===== src/rtl/pwm_meter_pkg.sv =====
// rtl/pwm_meter_pkg.sv - shared types and defaults for the PWM width meter
// Purpose: FSM state encoding, default counter width and timeout, and the
//          synchronizer depth used by edge_sync.
// Ports:   none (package)
package pwm_meter_pkg;

  localparam int DEF_W       = 12;
  localparam int DEF_TIMEOUT = 4095;
  localparam int SYNC_DEPTH  = 2;

  typedef enum logic [1:0] {
    IDLE  = 2'd0,
    HIGH  = 2'd1,
    LOW   = 2'd2,
    STUCK = 2'd3
  } meter_state_e;

endpackage


===== src/rtl/pwm_width_meter_if.sv =====
// rtl/pwm_width_meter_if.sv - result handshake interface of the PWM width meter
// Purpose: groups the measurement result and its valid/ready handshake.
// Signals: period, high_time (W bits), valid (producer), ready (consumer).
// Modports: master = meter side, slave = consumer side.
interface pwm_width_meter_if
  import pwm_meter_pkg::*;
#(
  parameter int W = DEF_W
);

  logic [W-1:0] period;
  logic [W-1:0] high_time;
  logic         valid;
  logic         ready;

  modport master (output period, output high_time, output valid, input ready);
  modport slave  (input period, input high_time, input valid, output ready);

endinterface


===== src/rtl/edge_sync.sv =====
// rtl/edge_sync.sv - synchronizer and edge detector for the PWM input
// Purpose: brings the asynchronous PWM pad into clk and produces single-cycle
//          rise/fall pulses from a history flop.
// Ports:   clk, reset (async, active-high), d (async pad), q (synchronized
//          level), rise, fall (one-cycle pulses).
module edge_sync
  import pwm_meter_pkg::*;
(
  input  logic clk,
  input  logic reset,
  input  logic d,
  output logic q,
  output logic rise,
  output logic fall
);

  logic [SYNC_DEPTH-1:0] sync_q;
  logic                  hist_q;

  always_ff @(posedge clk or posedge reset) begin
    if (reset) begin
      sync_q <= '0;
      hist_q <= 1'b0;
    end else begin
      sync_q <= {sync_q[SYNC_DEPTH-2:0], d};
      hist_q <= sync_q[SYNC_DEPTH-1];
    end
  end

  assign q = sync_q[SYNC_DEPTH-1];
  // History starts at 0, so a pad already high out of reset yields one rise.
  assign rise = q & ~hist_q;
  assign fall = ~q & hist_q;

endmodule


===== src/rtl/pwm_width_meter.sv =====
// rtl/pwm_width_meter.sv - PWM period and high-time meter with result handshake
// Purpose: measures rise-to-rise period and rise-to-fall high time of a PWM
//          signal, publishes both as one result, flags overrun and stuck input.
// Ports:   clk, reset (async, active-high), en (count enable), signal (async
//          PWM pad), res (master: period, high_time, valid, ready),
//          overrun (sticky), stuck (level), stuck_level (pad level when stuck).
module pwm_width_meter
  import pwm_meter_pkg::*;
#(
  parameter int W       = DEF_W,
  parameter int TIMEOUT = DEF_TIMEOUT  // must not exceed 2^W-1
) (
  input  logic              clk,
  input  logic              reset,
  input  logic              en,
  input  logic              signal,
  pwm_width_meter_if.master res,
  output logic              overrun,
  output logic              stuck,
  output logic              stuck_level
);

  localparam logic [W-1:0] CNT_MAX = {W{1'b1}};
  localparam logic [W-1:0] TO_CNT  = W'(TIMEOUT);

  meter_state_e state_q, state_d;
  logic [W-1:0] per_cnt_q, per_cnt_d, hi_cnt_q, hi_cnt_d, shadow_q, shadow_d;
  logic [W-1:0] period_q, period_d, high_time_q, high_time_d;
  logic         valid_q, valid_d, overrun_q, overrun_d;
  logic         stuck_level_q, stuck_level_d;
  logic         sig_s, rise, fall, publish, xfer, timeout;
  logic [W-1:0] per_inc, hi_inc;

  edge_sync u_sync (
    .clk   (clk),
    .reset (reset),
    .d     (signal),
    .q     (sig_s),
    .rise  (rise),
    .fall  (fall)
  );

  // Saturating increments: counters park at all-ones instead of wrapping.
  assign per_inc = (per_cnt_q == CNT_MAX) ? per_cnt_q : per_cnt_q + W'(1);
  assign hi_inc  = (hi_cnt_q == CNT_MAX) ? hi_cnt_q : hi_cnt_q + W'(1);
  assign timeout = (per_cnt_q >= TO_CNT);
  assign xfer    = valid_q && res.ready;

  always_comb begin
    state_d       = state_q;
    per_cnt_d     = per_cnt_q;
    hi_cnt_d      = hi_cnt_q;
    shadow_d      = shadow_q;
    stuck_level_d = stuck_level_q;
    publish       = 1'b0;
    if (en) begin
      unique case (state_q)
        IDLE: begin
          if (rise) begin
            state_d   = HIGH;
            per_cnt_d = W'(1);
            hi_cnt_d  = W'(1);
          end
        end
        HIGH: begin
          // Timeout wins over an edge arriving in the same cycle.
          if (timeout) begin
            state_d       = STUCK;
            stuck_level_d = sig_s;
          end else if (fall) begin
            state_d   = LOW;
            shadow_d  = hi_cnt_q;
            per_cnt_d = per_inc;
          end else begin
            per_cnt_d = per_inc;
            hi_cnt_d  = hi_inc;
          end
        end
        LOW: begin
          if (timeout) begin
            state_d       = STUCK;
            stuck_level_d = sig_s;
          end else if (rise) begin
            state_d   = HIGH;
            publish   = 1'b1;
            per_cnt_d = W'(1);
            hi_cnt_d  = W'(1);
          end else begin
            per_cnt_d = per_inc;
          end
        end
        STUCK: begin
          if (rise) begin
            state_d   = HIGH;
            per_cnt_d = W'(1);
            hi_cnt_d  = W'(1);
          end else if (fall) begin
            state_d = IDLE;
          end
        end
        default: state_d = IDLE;
      endcase
    end
  end

  // Result register: a publish always loads; it only counts as an overrun
  // when the old result is still pending and not leaving this same cycle.
  always_comb begin
    period_d    = period_q;
    high_time_d = high_time_q;
    valid_d     = valid_q;
    overrun_d   = overrun_q;
    if (publish) begin
      period_d    = per_cnt_q;
      high_time_d = shadow_q;
      valid_d     = 1'b1;
      if (valid_q && !res.ready) overrun_d = 1'b1;
    end else if (xfer) begin
      valid_d = 1'b0;
    end
  end

  always_ff @(posedge clk or posedge reset) begin
    if (reset) begin
      state_q       <= IDLE;
      per_cnt_q     <= '0;
      hi_cnt_q      <= '0;
      shadow_q      <= '0;
      period_q      <= '0;
      high_time_q   <= '0;
      valid_q       <= 1'b0;
      overrun_q     <= 1'b0;
      stuck_level_q <= 1'b0;
    end else begin
      state_q       <= state_d;
      per_cnt_q     <= per_cnt_d;
      hi_cnt_q      <= hi_cnt_d;
      shadow_q      <= shadow_d;
      period_q      <= period_d;
      high_time_q   <= high_time_d;
      valid_q       <= valid_d;
      overrun_q     <= overrun_d;
      stuck_level_q <= stuck_level_d;
    end
  end

  assign res.period    = period_q;
  assign res.high_time = high_time_q;
  assign res.valid     = valid_q;
  assign overrun       = overrun_q;
  assign stuck         = (state_q == STUCK);
  assign stuck_level   = stuck_level_q;

endmodule


===== src/flat_wrapper.sv =====
// flat-port wrapper written by rule: the top's interface ports become plain ports
module pwm_width_meter_flat import pwm_meter_pkg::*;
#(
  parameter int W       = DEF_W,
  parameter int TIMEOUT = DEF_TIMEOUT                          
)
  (clk, reset, en, signal, overrun, stuck, stuck_level, res_period, res_high_time, res_valid, res_ready);
  pwm_width_meter_if #(.W(W)) res_i ();
  input  logic clk;
  input  logic reset;
  input  logic en;
  input  logic signal;
  output logic overrun;
  output logic stuck;
  output logic stuck_level;
  output wire logic [$bits(res_i.period)-1:0] res_period;
  output wire logic [$bits(res_i.high_time)-1:0] res_high_time;
  output wire logic [$bits(res_i.valid)-1:0] res_valid;
  input wire logic [$bits(res_i.ready)-1:0] res_ready;
  assign res_period = res_i.period;
  assign res_high_time = res_i.high_time;
  assign res_valid = res_i.valid;
  assign res_i.ready = res_ready;
  pwm_width_meter #(.W(W), .TIMEOUT(TIMEOUT)) u_core (.clk(clk), .reset(reset), .en(en), .signal(signal), .res(res_i), .overrun(overrun), .stuck(stuck), .stuck_level(stuck_level));
endmodule

===== config.mk =====
export PLATFORM = sky130hd
export DESIGN_NAME = pwm_width_meter_flat
export DESIGN_NICKNAME = d
export VERILOG_FILES = /design/src/rtl/pwm_meter_pkg.sv /design/src/rtl/pwm_width_meter_if.sv /design/src/rtl/edge_sync.sv /design/src/rtl/pwm_width_meter.sv /design/src/flat_wrapper.sv
export SDC_FILE = /design/constraint.sdc
export NUM_CORES = 1
export LEC_CHECK = 0
export BUFFER_PORTS_ARGS = -buffer_cell sky130_fd_sc_hd__buf_2
export CORE_ASPECT_RATIO = 1.25
export CORE_MARGIN = 1
export CORE_UTILIZATION = 36
export CTS_BUF_LIST = sky130_fd_sc_hd__clkbuf_8 sky130_fd_sc_hd__clkbuf_16
export CTS_CLUSTER_DIAMETER = 120
export DETAILED_ROUTE_END_ITERATION = 10
export GPL_TIMING_DRIVEN = 1
export HOLD_SLACK_MARGIN = 0.12
export MAX_ROUTING_LAYER = met4
export PLACE_DENSITY_LB_ADDON = 0.08
export SETUP_SLACK_MARGIN = 0.02
export SLEW_MARGIN = 40
export SYNTH_ARGS = -nofsm -noshare
export SYNTH_HDL_FRONTEND = slang
export SYNTH_SLANG_ARGS = --single-unit

===== constraint.sdc =====
create_clock -name clk -period 2.3 [get_ports clk]
set_input_delay 0.23 -clock clk [delete_from_list [all_inputs] [get_ports clk]]
set_output_delay 0.23 -clock clk [all_outputs]
set_load 0.1 [all_outputs]

==> summary.txt <==
Critical path
  • Worst reg2reg path endpoint: u_core.per_cnt_q[11]
  • Worst EP required: 2.53 ns
  • Worst path max stage delay: 0.51 ns
  • Critical path data arrival time: 2.25 ns
  • Critical Path Sink: u_core.per_cnt_q[11]
  • Slowest CP cell: or4_1
  • CP Cell Sequence: inv_1, ha_1, o211ai_1, or4_1, nand2b_1, nor3_1, a2bb2oi_1
  • CP startpoint kind: flop
  • Worst Setup End Kind: flop
  • Critical path type: flop to flop
  • CP Launch Point: u_core.state_q[1]
  • Crit-path max FO: 8
  • Worst R2R Setup Slack: around 0.28 ns
  • R2R depth: 7
  • R2r startpoint: u_core.state_q[1]

Synthesis
  • Mapped Nets: between 200 and 300
  • Asr flop ratio synth: 1.00
  • Post-synth top cells: dfrtp_1, mux2_2, o21ai_0, nand2_1, a21oi_1
  • Synth Area per Inst: 11.1 um2
  • Post-synthesis compound-gate area fraction: 0.146
  • Post-Syn Instances: 285
  • Main flop type after synthesis: dfrtp_1
  • Most frequent cell after synthesis: dfrtp_1
  • Post-synth EDFFs: 0
  • Post-Synth Simple-Gate Area: 0.130
  • Dominant cell type by area after synthesis: dfrtp_1
  • Cell area after synthesis: 3170 um2
  • Flops & latches, synth: 68
  • Synth area leaders: dfrtp_1, mux2_2, o21ai_0
  • Post-synthesis mux area share: 0.128
  • Post-synth cell types: 42
  • Post-synthesis sequential area ratio: 0.536
  • Synth Area in XOR/XNOR: 0.00276
  • Largest family of logic cells by synthesized area: compound AO/OA/AOI/OAI gates
  • Yosys top cell area share: 0.536
  • Ys Warns: 0
  • Post-Synth Adder-Cell Area: 0.0315

STA
  • Peak Freq: between 0.4 and 0.5 GHz
  • Slew margin rel.: 0.607
  • Final Hold Viols: 0
  • Final worst-path setup slack: 0.283 ns
  • RSZ-0062 raised after global routing: no
  • Final Skew: a little under 0.009 ns
  • Final setup vio count: 0
  • Max-slew violations: 0
  • Fin crit share: 0.877
  • Final setup TNS: 0 ns
  • Min Tclk post-route: 2.02 ns
  • Least-Margin Pin Slew: 0.589 ns
  • Min Hold Slack: 0.172 ns

Floorplanning
  • Starting Density: 0.379
  • Area of the die: 9200 um2
  • Row count: 37
  • Core box area: 8380 um2
  • I/O Pins: 33
  • Die width: 86.0 um
  • Die height: ~110 um

Routing
  • Drc violations: 0
  • Via count: 2368
  • Detailed Route WL: 6680 um
  • Vias per Instance: roughly 5.2
  • DRT antenna net count: 0
  • Drt initial violations: between 100 and 150
  • Wire per inst: 14.6 um
  • First drt pass iteration count: 4

GRT
  • Total Routing Usage GR: 0.164
  • GR Util met2: 0.268
  • Largest net degree at the start of global routing: 43
  • First-pass GRT wire length: about 11000 um
  • Gr ovfl total: 0
  • Initial antenna violation count: 0
  • Vias in the first global route: 2342
  • Most Used Layer, Global Route: met2
  • Grt met3 use: 0.0377
  • Met1 GRT Util: 0.194

Status
  • Status: complete, no violations

Placed design
  • Final GP Congestion: 0.833
  • Pre-CTS setup slack: 0.258 ns
  • Number of I/O port buffers: 32
  • Placed insts: 440
  • Post-DP HPWL: 4560 um

Layout
  • Layout cells sized above 1: 0.311
  • Fill cell count: roughly 800
  • NumNets Final: approximately 350
  • Diode count: 0
  • Area delta synth->final: 20.2%
  • Final std cells w/o fill: 458

Worst hold path
  • Min-delay worst type: input pin to flop

Clock network
  • Clock transition at the registers of the reported paths: 0.07 ns
  • CTS tree: built
  • Clock sinks: ~70
  • Total CTS buffers: 9
  • CTS max path bufs: 2
  • CTS Root Buffer Type: clkbuf_8
  • Worst-Skew Late Latency: 0.35 ns
  • CTS H-tree lvls: 3

Power and ir drop
  • Static Leak: between 1.5 and 2 nW
  • Overall Power: 0.00390 W
  • Power Density: 1020 nW/um2
  • Worst IR Drop VDD: 0.328 mV

Job
  • Max Cap Viol: 0
[state kept, by name, indices dropped and copies added, names as in the netlist, 2 cells and up]
name                  count
u_core.u_sync.sync_q      2
u_core.hi_cnt_q          12
u_core.res.high_time     12
u_core.res.period        12
u_core.state_q            2
u_core.per_cnt_q         12
u_core.shadow_q          12
[metrics by stage]
stage           util  cell area (um2)
3_5_place_dp   0.427             3580
6_report       0.455             3820
4_1_cts        0.455             3820
2_1_floorplan      -             3170
5_1_grt        0.455             3820
3_3_place_gp   0.427             3580
[report_power, final]
group	switching, W	leakage, nW	internal, W
registers	0.000134	0.923	0.00136
clock network	0.000454	0.117	0.000630
logic	0.000912	0.802	0.000413
total	0.00150	1.84	0.00240
[cells in the final DEF (no fill, tap or decap), drive strengths merged, types with 3 or more instances in the layout]
cell | synthesis | routed
dfrtp | 68 | 68
buf | 5 | 48
mux2 | 36 | 36
o21ai | 27 | 27
nand2 | 21 | 21
a21oi | 16 | 16
nand3 | 13 | 13
nor2 | 12 | 12
o31ai | 10 | 10
clkbuf | 5 | 10
inv | 9 | 10
ha | 8 | 8
nand4 | 8 | 8
a31oi | 5 | 5
nor3 | 5 | 5
and3 | 4 | 4
clkinv | 1 | 4
a21o | 3 | 3
a2bb2oi | 3 | 3
[worst max-delay path, delay by kind of cell (launching register included)]
family          cells  cell delay, ns
compound gates      2            0.24
fa+ha+maj           1            0.31
buf+inv             1            0.09
flops               1            0.42
simple gates        3            0.86
[logic make-up after synthesis]
group                    count (synthesis)
flip-flops                              68
multiplexers                            36
XOR/XNOR                                 1
AO/OA/AOI/OAI                           75
buffers and inverters                   20
adder cells (fa/ha/maj)                  8
AND/OR/NAND/NOR                         77
[how the worst min path moves through the flow]
stage                                         end                     from  cells past startpoint  slack (ns)
final                            u_core.res.valid                res_ready                      3        0.17
after global routing             u_core.res.valid                res_ready                      3        0.18
after CTS                        u_core.res.valid                res_ready                      3        0.16
after detailed placement  u_core.u_sync.sync_q[1]  u_core.u_sync.sync_q[0]                      0        0.33
after global placement      u_core.res.period[10]                    reset                      2        0.33
after floorplan           u_core.u_sync.sync_q[0]                   signal                      0        0.26
[final cells by class]
type,count,area [um2],area share
Clock inverter,6,78.8,0.0207
Multi-Input combinational cell,197,1390,0.364
Inverter,10,37.5,0.00984
Timing Repair Buffer,50,325,0.0852
Tap cell,117,146,0.0384
Clock buffer,10,138,0.0361
Sequential cell,68,1700,0.446
[repair_timing]
action                    4_1_cts  5_1_grt
hold endpoints to repair       27        0
hold buffers                    2        0
gates resized for setup         0        0
setup buffers                   0        0
[metal layers]
metal	wire, um	part of all wire
met3	178	0.027
met4	142	0.021
met1	2970	0.45
met2	3380	0.51
met5	0	0
No activity file was read; power rests on OpenSTA's default activity.
